===== config.mk =====
export PLATFORM = sky130hd
export DESIGN_NAME = ysyx_23060203_ifu_flat
export DESIGN_NICKNAME = d
export VERILOG_FILES = /design/src/rtl/ysyx_23060203_ifu_if.sv /design/src/rtl/ysyx_23060203_ifu.sv /design/src/flat_wrapper.sv
export SDC_FILE = /design/constraint.sdc
export NUM_CORES = 1
export LEC_CHECK = 0
export CAP_MARGIN = 20
export CORE_MARGIN = 2
export CORE_UTILIZATION = 40
export CTS_CLUSTER_DIAMETER = 60
export DETAILED_ROUTE_END_ITERATION = 12
export PLACE_DENSITY = 0.89
export SLEW_MARGIN = 15
export SYNTH_ARGS = -nofsm -noshare
export SYNTH_HDL_FRONTEND = slang
export SYNTH_SLANG_ARGS = --single-unit

===== constraint.sdc =====
create_clock -name clk -period 2.3 [get_ports clk]
set_input_delay 0.69 -clock clk [delete_from_list [all_inputs] [get_ports clk]]
set_output_delay 0.69 -clock clk [all_outputs]
set_load 0.01 [all_outputs]

===== src/rtl/ysyx_23060203_ifu_if.sv =====
// Fetch unit bus bundle: imem request/response, decode hand-off,
// commit feedback and status.
interface ysyx_23060203_ifu_if;
  logic        imem_req_valid;
  logic        imem_req_ready;
  logic [31:0] imem_req_addr;
  logic        imem_resp_valid;
  logic [31:0] imem_resp_data;
  logic        imem_resp_err;
  logic        out_valid;
  logic        out_ready;
  logic [31:0] inst;
  logic [31:0] pc;
  logic        commit_valid;
  logic [31:0] commit_pc;
  logic        fetch_err;
  logic [31:0] fetch_cnt;

  modport master (
    output imem_req_valid,
    output imem_req_addr,
    input  imem_req_ready,
    input  imem_resp_valid,
    input  imem_resp_data,
    input  imem_resp_err,
    output out_valid,
    input  out_ready,
    output inst,
    output pc,
    input  commit_valid,
    input  commit_pc,
    output fetch_err,
    output fetch_cnt
  );

  modport slave (
    input  imem_req_valid,
    input  imem_req_addr,
    output imem_req_ready,
    output imem_resp_valid,
    output imem_resp_data,
    output imem_resp_err,
    input  out_valid,
    output out_ready,
    input  inst,
    input  pc,
    output commit_valid,
    output commit_pc,
    input  fetch_err,
    input  fetch_cnt
  );
endinterface


===== src/rtl/ysyx_23060203_ifu.sv =====
// Instruction fetch unit for a multi-cycle core: one fetch in
// flight, next fetch starts once the back end commits the next pc.
module ysyx_23060203_ifu #(
  parameter logic [31:0] RESET_PC = 32'h8000_0000
) (
  input  logic                 clk,
  input  logic                 rst,
  ysyx_23060203_ifu_if.master  bus
);

  typedef enum logic [2:0] {
    S_IDLE,
    S_REQ,
    S_WAIT,
    S_OUT,
    S_COMMIT,
    S_ERR
  } state_t;

  state_t      r_state;
  logic        r_req_valid;
  logic        r_out_valid;
  logic        r_err;
  logic [31:0] r_pc;
  logic [31:0] r_inst;
  logic [31:0] r_cnt;
  logic        w_misaligned;

  assign w_misaligned = |bus.commit_pc[1:0];

  always_ff @(posedge clk) begin
    if (rst) begin
      r_state     <= S_IDLE;
      r_req_valid <= 1'b0;
      r_out_valid <= 1'b0;
      r_err       <= 1'b0;
      r_pc        <= RESET_PC;
      r_inst      <= 32'd0;
      r_cnt       <= 32'd0;
    end else begin
      unique case (r_state)
        S_IDLE: begin
          r_state     <= S_REQ;
          r_req_valid <= 1'b1;
        end
        S_REQ: begin
          if (bus.imem_req_ready) begin
            r_state     <= S_WAIT;
            r_req_valid <= 1'b0;
          end
        end
        S_WAIT: begin
          if (bus.imem_resp_valid) begin
            if (bus.imem_resp_err) begin
              r_state <= S_ERR;
              r_err   <= 1'b1;
            end else begin
              r_inst      <= bus.imem_resp_data;
              r_state     <= S_OUT;
              r_out_valid <= 1'b1;
            end
          end
        end
        S_OUT: begin
          if (bus.out_ready) begin
            r_cnt       <= r_cnt + 32'd1;
            r_state     <= S_COMMIT;
            r_out_valid <= 1'b0;
          end
        end
        S_COMMIT: begin
          if (bus.commit_valid) begin
            r_pc <= bus.commit_pc;
            if (w_misaligned) begin
              r_state <= S_ERR;
              r_err   <= 1'b1;
            end else begin
              r_state     <= S_REQ;
              r_req_valid <= 1'b1;
            end
          end
        end
        S_ERR: begin
          r_state <= S_ERR;
        end
        default: begin
          r_state     <= S_IDLE;
          r_req_valid <= 1'b0;
          r_out_valid <= 1'b0;
        end
      endcase
    end
  end

  assign bus.imem_req_valid = r_req_valid;
  assign bus.imem_req_addr  = r_pc;
  assign bus.out_valid      = r_out_valid;
  assign bus.inst           = r_inst;
  assign bus.pc             = r_pc;
  assign bus.fetch_err      = r_err;
  assign bus.fetch_cnt      = r_cnt;

endmodule

===== src/flat_wrapper.sv =====
// flat-port wrapper written by rule: the top's interface ports become plain ports
module ysyx_23060203_ifu_flat 
#(
  parameter logic [31:0] RESET_PC = 32'h8000_0000
)
  (clk, rst, bus_imem_req_valid, bus_imem_req_addr, bus_imem_req_ready, bus_imem_resp_valid, bus_imem_resp_data, bus_imem_resp_err, bus_out_valid, bus_out_ready, bus_inst, bus_pc, bus_commit_valid, bus_commit_pc, bus_fetch_err, bus_fetch_cnt);
  ysyx_23060203_ifu_if bus_i ();
  input  logic clk;
  input  logic rst;
  output wire logic [$bits(bus_i.imem_req_valid)-1:0] bus_imem_req_valid;
  output wire logic [$bits(bus_i.imem_req_addr)-1:0] bus_imem_req_addr;
  input wire logic [$bits(bus_i.imem_req_ready)-1:0] bus_imem_req_ready;
  input wire logic [$bits(bus_i.imem_resp_valid)-1:0] bus_imem_resp_valid;
  input wire logic [$bits(bus_i.imem_resp_data)-1:0] bus_imem_resp_data;
  input wire logic [$bits(bus_i.imem_resp_err)-1:0] bus_imem_resp_err;
  output wire logic [$bits(bus_i.out_valid)-1:0] bus_out_valid;
  input wire logic [$bits(bus_i.out_ready)-1:0] bus_out_ready;
  output wire logic [$bits(bus_i.inst)-1:0] bus_inst;
  output wire logic [$bits(bus_i.pc)-1:0] bus_pc;
  input wire logic [$bits(bus_i.commit_valid)-1:0] bus_commit_valid;
  input wire logic [$bits(bus_i.commit_pc)-1:0] bus_commit_pc;
  output wire logic [$bits(bus_i.fetch_err)-1:0] bus_fetch_err;
  output wire logic [$bits(bus_i.fetch_cnt)-1:0] bus_fetch_cnt;
  assign bus_imem_req_valid = bus_i.imem_req_valid;
  assign bus_imem_req_addr = bus_i.imem_req_addr;
  assign bus_i.imem_req_ready = bus_imem_req_ready;
  assign bus_i.imem_resp_valid = bus_imem_resp_valid;
  assign bus_i.imem_resp_data = bus_imem_resp_data;
  assign bus_i.imem_resp_err = bus_imem_resp_err;
  assign bus_out_valid = bus_i.out_valid;
  assign bus_i.out_ready = bus_out_ready;
  assign bus_inst = bus_i.inst;
  assign bus_pc = bus_i.pc;
  assign bus_i.commit_valid = bus_commit_valid;
  assign bus_i.commit_pc = bus_commit_pc;
  assign bus_fetch_err = bus_i.fetch_err;
  assign bus_fetch_cnt = bus_i.fetch_cnt;
  ysyx_23060203_ifu #(.RESET_PC(RESET_PC)) u_core (.clk(clk), .rst(rst), .bus(bus_i));
endmodule

* Word level (Yosys, flattened, before mapping)
Cells that the tools add are included.
Storage, ports and cells: bits of input ports 71, flip-flop bits (word level) 102
Operators by class: equality and inequality tests 13, reductions and logical operators 12, add/sub/neg operators 1, bitwise operators 3, mux-type cells 20
Operators with widths (count):
- 32-bit by 1-bit adder with 32-bit output, second input constant | 1
- 3-bit 2-to-1 mux | 6
- 3-bit one-hot mux with 6 select lines | 1
- 2-bit inequality test, second input constant | 7
- 4-bit AND reduction | 3
- 1-bit 2-to-1 mux | 10
- 3-bit by 2-bit == test with 1-bit output, second input constant | 2
- 3-bit == test, second input constant | 2
- 5-bit AND reduction | 1
- 1-bit one-hot mux with 4 select lines | 1
- 2-bit AND reduction | 2
- 4-bit OR reduction | 1
- 3-bit by 1-bit == test with 1-bit output, second input constant | 1
- 3-bit zero test | 1
- 1-bit inverter | 3
- 1-bit one-hot mux with 3 select lines | 1
- 3-bit AND reduction | 1
- 3-bit OR reduction | 1
- 2-bit by 1-bit inequality test with 1-bit output, second input constant | 1
- 1-bit one-hot mux with 2 select lines | 1
- 2-bit nonzero test | 1
- 2-bit OR reduction | 1

* Longest topological paths before layout
Gate-level depths: netlist of run 1.
depth after elaboration 4, depth in mapped cells 6

* Worst setup path after synthesis of run 1
Ideal clock, no wire load.
path type input to register, from input bus_out_ready, to register u_core.r_cnt[26], in the netlist u_core.bus.fetch_cnt[26], slack 0.136 ns, data required time 2.179 ns, stages 5, setup time 0.121 ns, arrival 2.043 ns, path through nand4b_1 buf_2 or4_1 nor3_1 mux2_2
Between the ends: word-level cells in the longest chain between the ends 1
Ends and longest elaborated chain:
- start, declared | line flat_wrapper.sv:17 | input wire logic [$bits(bus_i.out_ready)-1:0] bus_out_ready;
- 2-bit AND reduction (no line)
- end signal, assigned | line ysyx_23060203_ifu.sv:66 | r_cnt <= r_cnt + 32'd1;
- end, declared | line ysyx_23060203_ifu.sv:26 | logic [31:0] r_cnt;
Every way passes these cells. A chain may end at the register's enable or synchronous reset.

* Worst setup path in the final report of run 1
from register u_core.r_cnt[18], in the netlist u_core.bus.fetch_cnt[18], to output bus_fetch_cnt[18]
RTL lines:
- end, declared | line flat_wrapper.sv:23 | output wire logic [$bits(bus_i.fetch_cnt)-1:0] bus_fetch_cnt;
No word-level cell between the ends.

==> results of run 1 <==
-- state kept, by name, indices dropped and copies added (netlist names) --
| register | count |
|---|---|
| u_core.bus.fetch_err | 1 |
| u_core.bus.imem_req_valid | 1 |
| u_core.bus.inst | 32 |
| u_core.r_state | 3 |
| u_core.bus.out_valid | 1 |
| u_core.bus.fetch_cnt | 32 |
| u_core.bus.imem_req_addr | 32 |
-- power by group --
group,internal (mW),switching [mW],total [mW]
Sequential,1.79,0.0155,1.81
Combinational,0.193,0.143,0.336
Clock,0.830,0.607,1.44
Total,2.81,0.765,3.58
-- Yosys cell counts (2+ instances only) --
library cell / count
a21oi_1: 86
and3_1: 4
and4_1: 5
buf_2: 2
buf_4: 32
clkbuf_1: 31
dfxtp_1: 102
inv_1: 5
mux2_2: 3
nand2_1: 143
nand2b_1: 2
nand3_1: 14
nand3b_1: 3
nand4_1: 10
nor2_1: 18
nor2b_1: 4
nor3_1: 4
nor4_1: 4
o21ai_0: 8
o31ai_1: 16
or3_1: 6
or4_1: 16
xnor2_1: 7
xor2_1: 3
-- logic make-up after synthesis --
kind of cell / count (synthesis)
XOR/XNOR: 10
adder cells (fa/ha/maj): 1
flip-flops: 102
AND/OR/NAND/NOR: 238
buffers and inverters: 72
multiplexers: 4
AO/OA/AOI/OAI: 115
-- routing by layer --
layer  global-route usage (%)  wire (microns)
met1                     22.6            4720
met5                        0               0
met3                     6.45            1110
met4                     7.78             252
met2                     37.4            6410
-- final timing paths --
| kind | to | cells past startpoint | slack (ns) |
|---|---|---|---|
| setup / recovery | bus_fetch_cnt[18] | 1 | 0.11 |
| setup reg to reg | u_core.bus.fetch_cnt[30] | 4 | 0.30 |
| hold / removal | u_core.bus.inst[18] | 2 | 0.46 |
| hold reg to reg | u_core.bus.inst[18] | 2 | 0.46 |
-- cell type report --
type / instances / area, sq um
clock buffer: 9 / 124
tap: 140 / 175
fill: 936 / 4100
clock inverter: 6 / 134
sequential: 102 / 2040
timing repair buffer: 220 / 2190
inverter: 5 / 18.8
multi-input combinational: 368 / 1910
-- repair_timing --
action	CTS	global route
setup endpoints to repair	18	0
buffers inserted	1	0
gates resized for setup	5	0
-- placed cells by master, fill, tap and decap left out, types with 2 or more instances in the layout --
cell,count
mux2_2,3
clkdlybuf4s50_1,199
nor4_1,4
bufinv_16,4
or3_1,5
nor3_1,2
nand4_1,10
inv_1,5
nor3_2,2
xnor2_1,7
nand3_1,14
clkbuf_8,9
nand2_1,143
nor2_1,18
and3_1,4
or4_1,15
nor2b_1,4
buf_12,3
or4_4,2
nand3b_1,3
nand2b_1,2
o31ai_1,16
o21ai_0,8
a21oi_1,86
dfxtp_1,102
buf_4,17
xor2_1,3
and4_1,5
-- stage by stage --
| step | instances | cell area, sq um | TNS, ns | hold slack (ns) |
|---|---|---|---|---|
| 2_1_floorplan | 542 | 4340 | 0 | 0.481 |
| 3_5_place_dp | 834 | 6310 | -9.11 | 0.448 |
| 6_report | 850 | 6600 | 0 | 0.458 |
| 4_1_cts | 850 | 6600 | 0 | 0.462 |
| 5_1_grt | 850 | 6600 | 0 | 0.478 |
| 3_3_place_gp | 834 | 6310 | -7.26 | 0.441 |
==> flow_metrics.py, run 1 <==
metrics = {
    "route": {
        "drt_iter0_markers": 205,
        "drc": 0,
        "final_antenna_net_count": 0,
        "viasPerCell": 5.18,
        "dr.pass1.iters": 5,
        "via_count": 4401,
        "detail_route.wl_per_cell_microns": 14.7,
        "wl_mm": 12.5,
    },
    "logic_synthesis": {
        "syn_area_sq_mm": 0.00434,
        "synth_top_area_share_pct": 47.1,
        "ys_ff_latch": 102,
        "synth.top_cells.by_area": "dfxtp_1, nand2_1, a21oi_1",
        "synth-compound-area-share_pct": 14.5,
        "async_reset_ff_share_pct": 0,
        "seq_area_frac_synth_pct": 47.1,
        "ys_types": 38,
        "synth_top_family_by_area": "simple AND/OR/NAND/NOR gates",
        "synth_edf_count": 0,
        "syn_inst": 542,
        "ys.flop_type": "dfxtp_1",
        "synth_area_per_cell_sq_um": 8.00,
        "synth_adder_area_share_pct": 0.289,
        "yosys.area.top_type": "dfxtp_1",
        "synth-simple-area-share_pct": 25.8,
        "synthXorXnorAreaFrac_pct": 2.02,
        "ys_warn_count": 0,
        "synth_fp_nets": 614,
        "synthMuxAreaShare_pct": 1.01,
    },
    "clocking": {
        "clk_latency_ns": 0.34,
        "clockBufferDepth": 2,
        "tritoncts": "built",
        "cts-buffers-inserted": 9,
        "cts.hold.buffers_added": 0,
        "clk_pin_slew_worst_paths_ns": 0.11,
        "htree_levels": 3,
        "cts.sinks": 102,
        "cts_root_buf": "clkbuf_8",
    },
    "setup_path": {
        "cp_top_family": "buffers and inverters",
        "path_cells": "clkdlybuf4s50_1",
        "cpPeakStageDelay_ns": 0.60,
        "crit_required_ns": 1.61,
        "slowest_stage": "clkdlybuf4s50_1",
        "cp.buffers_inverters": 1,
        "worstPathMaxFanout": 10,
        "arrival_ns": 1.50,
        "crit_path_end_kind": "output port",
        "r2r_start": "u_core.bus.fetch_cnt[3]",
        "path_class": "register to output port",
        "cp-startpoint": "u_core.bus.fetch_cnt[18]",
        "start_kind": "register",
    },
    "floorplan": {
        "die_width_microns": 108,
        "boundaryPins": 202,
        "fp-row-count": 38,
        "initial_core_util_pct": 40.5,
        "die_h_microns": 108,
        "dieArea_sq_mm": 0.0117,
        "core_area_sq_mm": 0.0107,
    },
    "global_routing": {
        "grt_usage_pct": 20.7,
        "grt_pass1_vias": 4214,
        "grt.overflow.total": 0,
        "grt_pass1_wl_mm": 19.6,
        "antenna_found_initial": 0,
        "grt_max_degree": 53,
    },
    "sta": {
        "worst_slack_ns": 0.115,
        "slew_headroom_pct": 64.5,
        "finalHoldViolations": 0,
        "timing.final.crit_share_pct": 95.0,
        "slew_viol_final": 0,
        "final.min_clock_period_ns": 2.19,
        "setup_viol": 0,
        "fin_skew_ns": 0.00976,
        "tightest_slew_ns": 0.532,
        "rsz0062_at_grt": "no",
        "max_freq_mhz": 458,
    },
    "final_layout": {
        "nets": 778,
        "syn_to_final_growth_pct": 52.1,
        "final_layout_size_suffix_gt1_share_pct": 6.34,
        "antennaDiodeCount": 0,
        "fin_util_pct": 61.6,
    },
    "place": {
        "place_ws_ns": -0.526,
        "portBuffers": 201,
        "dpl.hpwl_mm": 9.14,
        "place_congestion": 0.815,
    },
    "power_and_ir_drop": {
        "p_total_mw": 3.58,
        "irDropWorstVdd_uv": 374,
        "p_leak_nw": 2.16,
        "powerDensity_mw_per_mm2": 543,
    },
    "flow_run": {
        "max-cap-violations": 0,
    },
    "run_status": {
        "status": "finished clean",
    },
    "worst_hold_path": {
        "hp-start": "u_core.bus.inst[18]",
        "hp-class": "register to register",
    },
}
No activity file was read; power rests on OpenSTA's default activity.
==> run 2: changes to the inputs <==
CORE_UTILIZATION = 37   (was 40)
PLACE_DENSITY = 0.87   (was 0.89)
clock period = 1.9 ns   (was 2.3 ns; I/O delays follow)
==> run 2 against run 1 <==
- the run now ends with setup timing left
- first-iteration DRC count fell by 5.9%
- global-route usage is 0.43 points lower
- utilization up 0.83 points
- critical path depth grew 5
- cell area up 8.2%
- count of clock-buffer cells in the layout grew 1
- clock skew fell by 0.0047 ns
- sequential power is 21% higher
- hold slack worse by 0.0042 ns
- routed wire length is 5.2% higher
- final cell count is 4.7% higher
- via count increased by 3.1%
- critical path type is now register to register
- highest routed layer unchanged
==> flow_metrics.py, run 2 (synthesis results as in run 1) <==
metrics = {
    "sta": {
        "finalHoldViolations": 0,
        "setup_viol": 2,
        "slew_headroom_pct": 74.1,
        "fin_skew_ns": 0.00510,
        "timing.final.crit_share_pct": 101,
        "rsz0062_at_grt": "yes",
        "tightest_slew_ns": 0.387,
        "final.min_clock_period_ns": 1.91,
        "tns_ns": -0.0246,
        "max_freq_mhz": 523,
        "worst_slack_ns": -0.0130,
        "slew_viol_final": 0,
    },
    "route": {
        "final_antenna_net_count": 0,
        "viasPerCell": 5.10,
        "detail_route.wl_per_cell_microns": 14.8,
        "dr.pass1.iters": 5,
        "drc": 0,
        "via_count": 4537,
        "drt_iter0_markers": 193,
        "wl_mm": 13.1,
    },
    "clocking": {
        "cts_root_buf": "clkbuf_16",
        "htree_levels": 3,
        "cts.hold.buffers_added": 0,
        "cts.sinks": 102,
        "tritoncts": "built",
        "clk_pin_slew_worst_paths_ns": 0.07,
        "clk_latency_ns": 0.35,
        "cts-buffers-inserted": 9,
        "clockBufferDepth": 2,
    },
    "power_and_ir_drop": {
        "irDropWorstVdd_uv": 796,
        "p_leak_nw": 2.72,
        "powerDensity_mw_per_mm2": 663,
    },
    "final_layout": {
        "final_layout_size_suffix_gt1_share_pct": 14.9,
        "antennaDiodeCount": 0,
        "final_common_cell": "clkdlybuf4s50_1",
        "nets": 814,
        "syn_to_final_growth_pct": 64.5,
        "fillCellCount": 985,
        "fin_util_pct": 62.5,
        "final_cell_mix": "clkdlybuf4s50_1, nand2_1, dfxtp_1, a21oi_1, buf_4",
        "design_area_sq_mm": 0.00713,
    },
    "global_routing": {
        "use_met2_pct": 35.2,
        "grt_usage_pct": 20.2,
        "grt_use_met3_pct": 8.59,
        "grt_use_met1_pct": 22.9,
        "grt-busiest-layer": "met2",
        "antenna_found_initial": 0,
        "grt_pass1_wl_mm": 20.8,
        "grt_max_degree": 52,
        "grt_pass1_vias": 4282,
        "grt.overflow.total": 0,
    },
    "setup_path": {
        "timing.rr.end": "u_core.bus.fetch_cnt[17]",
        "path_class": "register to register",
        "path_cells": "nand4b_1, buf_4, or4_4, buf_6, or4_1, a21oi_1",
        "cp.buffers_inverters": 2,
        "worstSetupEndpoint": "u_core.bus.fetch_cnt[17]",
        "slowest_stage": "or4_4",
        "rr_worst_depth": 6,
        "crit_path_end_kind": "register",
        "arrival_ns": 2.19,
        "regToRegSetupSlack_ns": -0.01,
        "crit_required_ns": 2.18,
        "start_kind": "register",
        "cp_top_family": "simple AND/OR/NAND/NOR gates",
        "r2r_start": "u_core.r_state[2]",
        "cpPeakStageDelay_ns": 0.47,
        "worstPathMaxFanout": 7,
        "worst-path-stages": 6,
        "cp-startpoint": "u_core.r_state[2]",
    },
    "flow_run": {
        "max-cap-violations": 0,
    },
    "place": {
        "portBuffers": 201,
        "place_congestion": 0.816,
        "dpl.hpwl_mm": 9.03,
        "postPlaceCellArea_sq_mm": 0.00655,
    },
    "run_status": {
        "status": "finished with violations",
        "violations": "setup timing",
    },
    "floorplan": {
        "dieArea_sq_mm": 0.0126,
        "die_h_microns": 112,
        "die_width_microns": 112,
        "fp-row-count": 39,
        "initial_core_util_pct": 38.0,
        "core_area_sq_mm": 0.0114,
        "boundaryPins": 202,
    },
    "worst_hold_path": {
        "hp-start": "u_core.bus.inst[11]",
        "hp-class": "register to register",
    },
}
## run 2: cell types whose count changed in the layout (fill, tap and decap cells not counted), moves of 9 or more
| cell | change |
|---|---|
| buf_4 | +28 |
| clkdlybuf4s50_1 | -27 |
| dlygate4sd2_1 | +17 |
| dfxtp_1 | -11 |
| dfxtp_2 | +11 |
| clkbuf_16 | +9 |
| dlymetal6s2s_1 | +9 |
## run 2: what timing repair did
action / 4_1_cts / 5_1_grt
setup endpoints to repair: 46 / 30
resized for setup: 42 / 29
setup buffers: 8 / 3
gates cloned: 2 / 0
pin swaps: 18 / 14
## run 2: stage by stage
stage	setup WS [ns]	hold WS, ns	total power, mW	std cells
after floorplan	-0.0143	0.481	2.39	542
after global placement	-0.699	0.440	2.64	861
after detailed placement	-0.764	0.446	2.64	861
after CTS	-0.143	0.455	4.78	887
after global routing	-0.0570	0.478	4.91	890
final	-0.0130	0.454	4.73	890
## run 2: cell type report
type	instances	area (sq um)	area share (%)
Clock buffer	10	239	3.35
Clock inverter	6	109	1.53
Inverter	5	18.8	0.263
Multi-Input combinational cell	370	2050	28.8
Sequential cell	102	2060	28.8
Tap cell	143	179	2.51
Timing Repair Buffer	254	2480	34.8
## run 2: worst reg2reg max path, stage by stage (launching register included)
cell	delay (ns)
dfxtp_2	0.32
nand4b_1	0.18
buf_4	0.16
or4_4	0.47
buf_6	0.17
or4_1	0.41
a21oi_1	0.14
## run 2: worst min-delay path by stage
stage	endpoint	slack [ns]	cells past startpoint
3_5_place_dp	u_core.bus.inst[6]	0.45	2
3_3_place_gp	u_core.bus.inst[22]	0.44	2
4_1_cts	u_core.bus.inst[26]	0.45	2
2_1_floorplan	u_core.bus.inst[0]	0.48	2
6_report	u_core.bus.inst[11]	0.45	2
5_1_grt	u_core.bus.inst[26]	0.48	2
## run 2: per-layer routing
metal | up-vias | routed length (microns)
li1 | 2232 | -
met1 | 2117 | 5190
met2 | 175 | 6750
met3 | 13 | 1050
met4 | 0 | 147
met5 | - | 0
## run 2: where the power goes
group / switching (mW) / internal [mW] / leakage (nW) / total, mW
clock: 0.809 / 1.32 / 0.172 / 2.13
combinational: 0.171 / 0.245 / 1.72 / 0.416
sequential: 0.0179 / 2.17 / 0.828 / 2.19
